[config.mk]
export PLATFORM = sky130hd
export DESIGN_NAME = cam_bank_sequencer
export DESIGN_NICKNAME = d
export VERILOG_FILES = /design/src/rtl/cam_bank_sequencer.sv
export SDC_FILE = /design/constraint.sdc
export NUM_CORES = 1
export LEC_CHECK = 0
export CAP_MARGIN = 10
export CORE_MARGIN = 2
export CORE_UTILIZATION = 33
export CTS_BUF_LIST = sky130_fd_sc_hd__clkbuf_8 sky130_fd_sc_hd__clkbuf_16
export CTS_CLUSTER_DIAMETER = 80
export DETAILED_ROUTE_END_ITERATION = 8
export PLACE_DENSITY = 0.56
export SLEW_MARGIN = 25
export SYNTH_ARGS = -nofsm -noshare
export SYNTH_HDL_FRONTEND = slang
export SYNTH_SLANG_ARGS = --single-unit
[constraint.sdc]
create_clock -name PCLKI -period 4.45 [get_ports PCLKI]
set_clock_uncertainty 0.15 [all_clocks]
set_input_delay 0.445 -clock PCLKI [delete_from_list [all_inputs] [get_ports PCLKI]]
set_output_delay 0.445 -clock PCLKI [all_outputs]
set_load 0.03 [all_outputs]
[src/rtl/cam_bank_sequencer.sv]
// Camera capture sequencer: packs 8-bit pixel bytes into little-endian 32-bit
// words and writes them round-robin into four frame-buffer banks.
module cam_bank_sequencer #(
  parameter int BANK_AW = 9,
  parameter int CNT_W   = 16
) (
  input  logic               PCLKI,
  input  logic               WBs_RST_i,
  input  logic               VSYNCI,
  input  logic               HREFI,
  input  logic [7:0]         CAM_D,
  input  logic               cfg_enable_i,
  input  logic               cfg_single_i,
  input  logic [3:0]         bank_release_i,
  output logic [BANK_AW-1:0] ram_wa_o,
  output logic [31:0]        ram_wd_o,
  output logic [3:0]         ram_wen_o,
  output logic [1:0]         cur_bank_o,
  output logic [3:0]         bank_full_o,
  output logic               overflow_o,
  output logic               frame_done_o,
  output logic [CNT_W-1:0]   frame_cnt_o,
  output logic [CNT_W-1:0]   drop_cnt_o,
  output logic [1:0]         state_o
);

  typedef enum logic [1:0] {
    ST_IDLE    = 2'd0,
    ST_WAIT_VS = 2'd1,
    ST_CAPTURE = 2'd2,
    ST_DONE    = 2'd3
  } state_t;

  state_t             state_reg;
  logic               vs_prev_reg;
  logic [1:0]         byte_idx_reg;
  logic [BANK_AW-1:0] addr_reg;
  logic [1:0]         cur_bank_reg;
  logic [3:0]         bank_full_reg;
  logic               overflow_reg;
  logic               frame_done_reg;
  logic [CNT_W-1:0]   frame_cnt_reg;
  logic [CNT_W-1:0]   drop_cnt_reg;
  logic [BANK_AW-1:0] ram_wa_reg;
  logic [31:0]        ram_wd_reg;
  logic [3:0]         ram_wen_reg;

  logic               vs_rise;
  logic               vs_fall;
  logic               byte_accept;
  logic               word_done;
  logic               cur_full;
  logic               word_write;
  logic [3:0]         cur_onehot;
  logic [3:0]         set_full;
  logic [31:0]        word_data;

  assign vs_rise     = VSYNCI & ~vs_prev_reg;
  assign vs_fall     = ~VSYNCI & vs_prev_reg;
  assign byte_accept = (state_reg == ST_CAPTURE) && cfg_enable_i && VSYNCI && HREFI;
  assign word_done   = byte_accept && (byte_idx_reg == 2'd3);
  assign cur_onehot  = 4'b0001 << cur_bank_reg;
  assign cur_full    = |(bank_full_reg & cur_onehot);
  assign word_write  = word_done && !cur_full;
  // A completed write at the last address fills the bank; this set beats a release
  assign set_full    = (word_write && (addr_reg == {BANK_AW{1'b1}})) ? cur_onehot : 4'b0000;

  // Byte lanes 0..2 are held until byte 3 arrives and completes the word
  for (genvar gi = 0; gi < 3; gi++) begin : g_lane
    logic [7:0] lane_reg;
    always_ff @(posedge PCLKI or posedge WBs_RST_i) begin
      if (WBs_RST_i) begin
        lane_reg <= '0;
      end else if (byte_accept && (byte_idx_reg == 2'(gi))) begin
        lane_reg <= CAM_D;
      end
    end
  end

  assign word_data = {CAM_D, g_lane[2].lane_reg, g_lane[1].lane_reg, g_lane[0].lane_reg};

  always_ff @(posedge PCLKI or posedge WBs_RST_i) begin
    if (WBs_RST_i) begin
      state_reg      <= ST_IDLE;
      vs_prev_reg    <= 1'b0;
      byte_idx_reg   <= 2'd0;
      addr_reg       <= '0;
      cur_bank_reg   <= 2'd0;
      bank_full_reg  <= 4'b0000;
      overflow_reg   <= 1'b0;
      frame_done_reg <= 1'b0;
      frame_cnt_reg  <= '0;
      drop_cnt_reg   <= '0;
      ram_wa_reg     <= '0;
      ram_wd_reg     <= '0;
      ram_wen_reg    <= 4'b0000;
    end else begin
      vs_prev_reg    <= VSYNCI;
      frame_done_reg <= 1'b0;
      ram_wen_reg    <= 4'b0000;
      bank_full_reg  <= (bank_full_reg & ~bank_release_i) | set_full;

      if (!cfg_enable_i) begin
        // Disabling drops any partial word; flags and counters stay visible
        state_reg    <= ST_IDLE;
        byte_idx_reg <= 2'd0;
      end else begin
        case (state_reg)
          ST_IDLE: begin
            state_reg     <= ST_WAIT_VS;
            addr_reg      <= '0;
            cur_bank_reg  <= 2'd0;
            byte_idx_reg  <= 2'd0;
            bank_full_reg <= 4'b0000;
            overflow_reg  <= 1'b0;
            drop_cnt_reg  <= '0;
            frame_cnt_reg <= '0;
          end
          ST_WAIT_VS: begin
            if (vs_rise) begin
              state_reg <= ST_CAPTURE;
            end
          end
          ST_CAPTURE: begin
            if (vs_fall) begin
              byte_idx_reg   <= 2'd0;
              frame_done_reg <= 1'b1;
              frame_cnt_reg  <= frame_cnt_reg + 1'b1;
              state_reg      <= cfg_single_i ? ST_DONE : ST_WAIT_VS;
            end else if (byte_accept) begin
              byte_idx_reg <= byte_idx_reg + 2'd1;
              if (word_done && cur_full) begin
                overflow_reg <= 1'b1;
                if (drop_cnt_reg != {CNT_W{1'b1}}) begin
                  drop_cnt_reg <= drop_cnt_reg + 1'b1;
                end
              end else if (word_write) begin
                ram_wd_reg  <= word_data;
                ram_wa_reg  <= addr_reg;
                ram_wen_reg <= cur_onehot;
                addr_reg    <= addr_reg + 1'b1;
                if (addr_reg == {BANK_AW{1'b1}}) begin
                  cur_bank_reg <= cur_bank_reg + 2'd1;
                end
              end
            end
          end
          default: begin
            state_reg <= ST_DONE;
          end
        endcase
      end
    end
  end

  assign ram_wa_o     = ram_wa_reg;
  assign ram_wd_o     = ram_wd_reg;
  assign ram_wen_o    = ram_wen_reg;
  assign cur_bank_o   = cur_bank_reg;
  assign bank_full_o  = bank_full_reg;
  assign overflow_o   = overflow_reg;
  assign frame_done_o = frame_done_reg;
  assign frame_cnt_o  = frame_cnt_reg;
  assign drop_cnt_o   = drop_cnt_reg;
  assign state_o      = state_reg;

endmodule
# Word-level counts from Yosys, hierarchy flattened

Index checks and enable logic that the tools add are counted.

Bits in latches: 0
Logic and storage cells: 117
Memories: 0
Output and inout port bits: 87
Bits in writable memories: 0
Flip-flop bits (word level): 123
Memory bits (read-only): 0

Equality and inequality tests: 19
Multiply operators: 0
Shift-type cells: 1
Reductions and logical operators: 23
$lt $le $gt $ge: 0
$add $sub $neg: 5
Bitwise logic cells: 10
Multiplexer cells: 43
Div/mod/pow operators: 0

Operators with widths:

| kind                  | number |
|---|---|
| $mux 16               | 5 |
| $pmux 16 s2           | 2 |
| $mux 4                | 9 |
| $mux 9                | 4 |
| $add 16x1->16 const B | 2 |
| $mux 2                | 12 |
| $pmux 9 s2            | 1 |
| $reduce_and 6->1      | 3 |
| $ne 16x16->1 const B  | 1 |
| $logic_and 1x1->1     | 10 |
| $ne 2x2->1 const B    | 5 |
| $add 9x1->9 const B   | 1 |
| $eq 9x9->1 const B    | 1 |
| $and 4x4->4           | 2 |
| $pmux 2 s2            | 2 |
| $reduce_and 7->1      | 1 |
| $eq 2x2->1 const B    | 3 |
| $mux 1                | 6 |
| $ne 2x1->1 const B    | 3 |
| $ne 3x3->1 const B    | 2 |
| $pmux 2 s3            | 1 |
| $reduce_and 5->1      | 1 |
| $add 2x1->2 const B   | 2 |
| $eq 2x1->1 const B    | 2 |
| 14 further kinds      | 20 |

# Depth between registers and ports, before layout

Depth in word-level cells: 12
Gate-level depth with buffers: 9

# Worst setup path before layout

No wires, ideal clock.

Path kind: reg2reg
Start point: register cur_bank_reg[0], in the netlist cur_bank_o[0]
End point: register ram_wd_reg[24], in the netlist ram_wd_o[24]
Required time: 4,175 ps
Clock period less this slack: 2,249 ps
Path buffers: 2
Slack: 2,201 ps
Arrival: 1,974 ps
Cell stages (with the launch flop): 9
Path through: dfrtp_1 > inv_1 > ha_1 > a22oi_1 > nand3_1 > nor2_1 > buf_4 > buf_4 > mux2_2

Cells in the longest elaborated chain, start to end: 6

Ends and longest elaborated chain:

| element                                                     | line    | source |
|---|---|---|
| start, declared                                             | 38      | `logic [1:0] cur_bank_reg;` |
| start signal, assigned                                      | 143     | `cur_bank_reg <= cur_bank_reg + 2'd1;` |
| $shl 1x2->4 *                                               | 62      | `assign cur_onehot = 4'b0001 << cur_bank_reg;` |
| $and 4x4->4 *                                               | 63      | `assign cur_full = \|(bank_full_reg & cur_onehot);` |
| $reduce_or 4->1 *                                           | 63      |  |
| $logic_not 1->1 / $logic_and 1x1->1 (equally long branches) | 64, 132 |  |
| $logic_and 1x1->1 / $not 1->1 (equally long branches)       | -       |  |
| $reduce_and 6->1 (no line) *                                | -       |  |
| end signal, assigned                                        | 138     | `ram_wd_reg <= word_data;` |
| end, declared                                               | 45      | `logic [31:0] ram_wd_reg;` |

Every way passes the cells marked *; elsewhere a longest branch is shown, timed or not.
A chain may end at the register's enable or synchronous reset.

# Final worst setup path

Start point: register drop_cnt_reg[0], in the netlist drop_cnt_o[0]
End point: register drop_cnt_reg[12], in the netlist drop_cnt_o[12]

Cells in the longest elaborated chain, start to end: 6

Ends and longest elaborated chain:

| element                | line | source |
|---|---|---|
| start, declared        | 43   | `logic [CNT_W-1:0] drop_cnt_reg;` |
| start signal, assigned | 135  | `drop_cnt_reg <= drop_cnt_reg + 1'b1;` |
| $add 16x1->16          | 135  |  |
| $mux 16                | 134  | `if (drop_cnt_reg != {CNT_W{1'b1}}) begin` |
| $mux 16                | 132  | `if (word_done && cur_full) begin` |
| $mux 16                | 130  | `end else if (byte_accept) begin` |
| $mux 16                | 125  | `if (vs_fall) begin` |
| $pmux 16 s2            | 108  | `case (state_reg)` |

Parallel ways exist; a longest one is shown, timed or not. The select of a mux whose other input is x is not followed.

==> impl_metrics.yaml <==
route:
  first_pass_iters: 4
  vias: 4066
  post-route-drc-count: 0
  drt_iter0_markers: 270
  ant_nets: 0
  wl_per_cell_um: 16.2
  vias_per_cell: 5.13
  wl_mm: 12.9
floorplanning:
  die_y_um: 133
  rows: 47
  die-area_um2: 17700
  ios: 105
  core_um2: 16400
  fp.dieW_um: 133
  start_util: 0.335
cells_and_area:
  final_cell_mix: "dfrtp_1, clkdlybuf4s50_1, mux2_2"
  diodes: 0
  fillers: 1469
  largest_register_ffs: 32
  ff_latch_area_um2: 3080
  nNetsFinal: 590
  multi_input_area_um2: 2250
  layout_commonest_cell: "dfrtp_1"
  stdcell_area_um2: 7350
  area_delta_synth_final_pct: 33.8
  drive_above_1_share: 0.197
grt:
  grt_pass1_wl_mm: 21.1
  grt_usage: 0.151
  grt_max_degree: 77
  grt_pass1_vias: 4024
  grt_remaining_overflow: 0
  antenna_found_initial: 0
synth:
  synth_top_area_frac: 0.560
  synth-edff-count: 0
  synth-main-ff-cell: "dfrtp_1"
  syn_nets: 482
  synth_area_per_cell_um2: 12.2
  yosysTopAreaCell: "dfrtp_1"
  syn-instance-count: 452
  synth_seq_cells: 123
  synthArstFlopShare: 1.00
  synth_area_um2: 5490
  yosys.cell_types.count: 52
  ys_top_cells_by_area: "dfrtp_1, mux2_2, ha_1"
  ys.warnings.count: 0
  ys_seq_area_frac: 0.560
place:
  port_buffers: 104
  place.gp.congestion: 0.775
  hpwl_mm: 8.81
  place_area_um2: 6760
worst_setup_path:
  arrival_ps: 2770
  worstSetupPathType: "register to register"
  reg2reg_from: "drop_cnt_o[0]"
  critPathLaunch: "drop_cnt_o[0]"
  endpoint_kind: "register"
  startpoint_type: "register"
  path_max_fanout: 11
  cp_data_required_time_ps: 4630
sta:
  hold_slack_ps: 351
  drv_slew: 0
  max_freq_mhz: 385
  tns_ps: 0
  grt_setup_unrepaired: "false"
  maxSlewHeadroom: 0.418
  period_share: 0.584
  setup-violations-final: 0
  fin_crit_ps: 2600
  tightest_slew_ps: 870
  hold_viol: 0
clocking:
  max-clock-path-buffers: 2
  cts-root-buf: "clkbuf_16"
  cts_tree: "done"
  cts.repair.resized: 0
  clk_pin_slew_ps: 60
  post_cts_buffers: 0
  clk_latency_ps: 410
  numCtsBuffers: 17
  clkSinkCount: 123
  postCtsHoldBufs: 0
  cts_htree_levels: 4
pwr:
  powerDensity_nw_per_um2: 357
  power.leakage_nw: 3.25
  max-vdd-ir-drop_mv: 0.246
min_path:
  min_from: "g_lane[2].lane_reg[5]"
  min_path_type: "register to register"
status:
  status: "finished clean"
flow_run:
  maxCapViolCount: 0
[power by group]
part	leakage (nW)	internal, mW	switching [mW]
Sequential	1.71	1.14	0.0151
Combinational	1.26	0.0459	0.0776
Clock	0.280	0.839	0.512
[cell type report]
cell class,count,share of cell area
Tap cell,220,0.0375
Inverter,16,0.00885
Clock inverter,14,0.0201
Clock buffer,18,0.0598
Timing Repair Buffer,109,0.148
Multi-Input combinational cell,293,0.306
Sequential cell,123,0.419
[through the flow]
step / worst slack (ps) / utilization / instances / power (mW)
3_3_place_gp: 1690 / 0.412 / 761 / 1.29
5_1_grt: 1590 / 0.448 / 793 / 2.73
4_1_cts: 1880 / 0.448 / 793 / 2.67
2_1_floorplan: 584 / - / 452 / 1.24
3_5_place_dp: 1650 / 0.412 / 761 / 1.30
6_report: 1850 / 0.448 / 793 / 2.63
[cell usage after synthesis, drive strengths merged (3+ instances only)]
| library cell | n |
|---|---|
| nand4 | 7 |
| mux2 | 67 |
| xor2 | 5 |
| and2 | 5 |
| a32o | 7 |
| nor2 | 28 |
| a21o | 3 |
| a22o | 7 |
| a21oi | 19 |
| xnor2 | 6 |
| a41oi | 5 |
| and3 | 5 |
| o211ai | 3 |
| dfrtp | 123 |
| and4 | 6 |
| inv | 16 |
| o21ai | 23 |
| nand3 | 16 |
| ha | 12 |
| buf | 12 |
| clkbuf | 8 |
| a31oi | 13 |
| or3 | 3 |
| nand2 | 25 |
[layer usage]
layer / global-route usage / share of wire
met5: 0 / 0
met4: 0.0550 / 0.017
met3: 0.0487 / 0.062
met2: 0.230 / 0.46
met1: 0.202 / 0.46
[worst max-delay path, stage by stage (launching register included)]
cell	delay [ps]
dfrtp_1	420
ha_1	240
and3_1	240
nand3_2	170
o2111ai_1	680
nand2_1	330
a41oi_1	270
[final timing paths]
check	cells past startpoint	slack, ps	endpoint
min in group asynchronous	2	370	ram_wa_o[1]
max in group asynchronous	3	3080	drop_cnt_o[2]
min	1	350	ram_wd_o[21]
min reg2reg	1	350	ram_wd_o[21]
max	6	1850	drop_cnt_o[12]
max reg2reg	6	1850	drop_cnt_o[12]
[kinds of logic after synthesis]
kind of cell,Yosys count,share of synthesized area
buf+inv,36,0.0312
fa+ha+maj,12,0.0273
xor+xnor,11,0.0175
mux,68,0.139
compound gates,98,0.126
flops,123,0.560
simple gates,104,0.0982
Power figures use the tool's default switching activity.
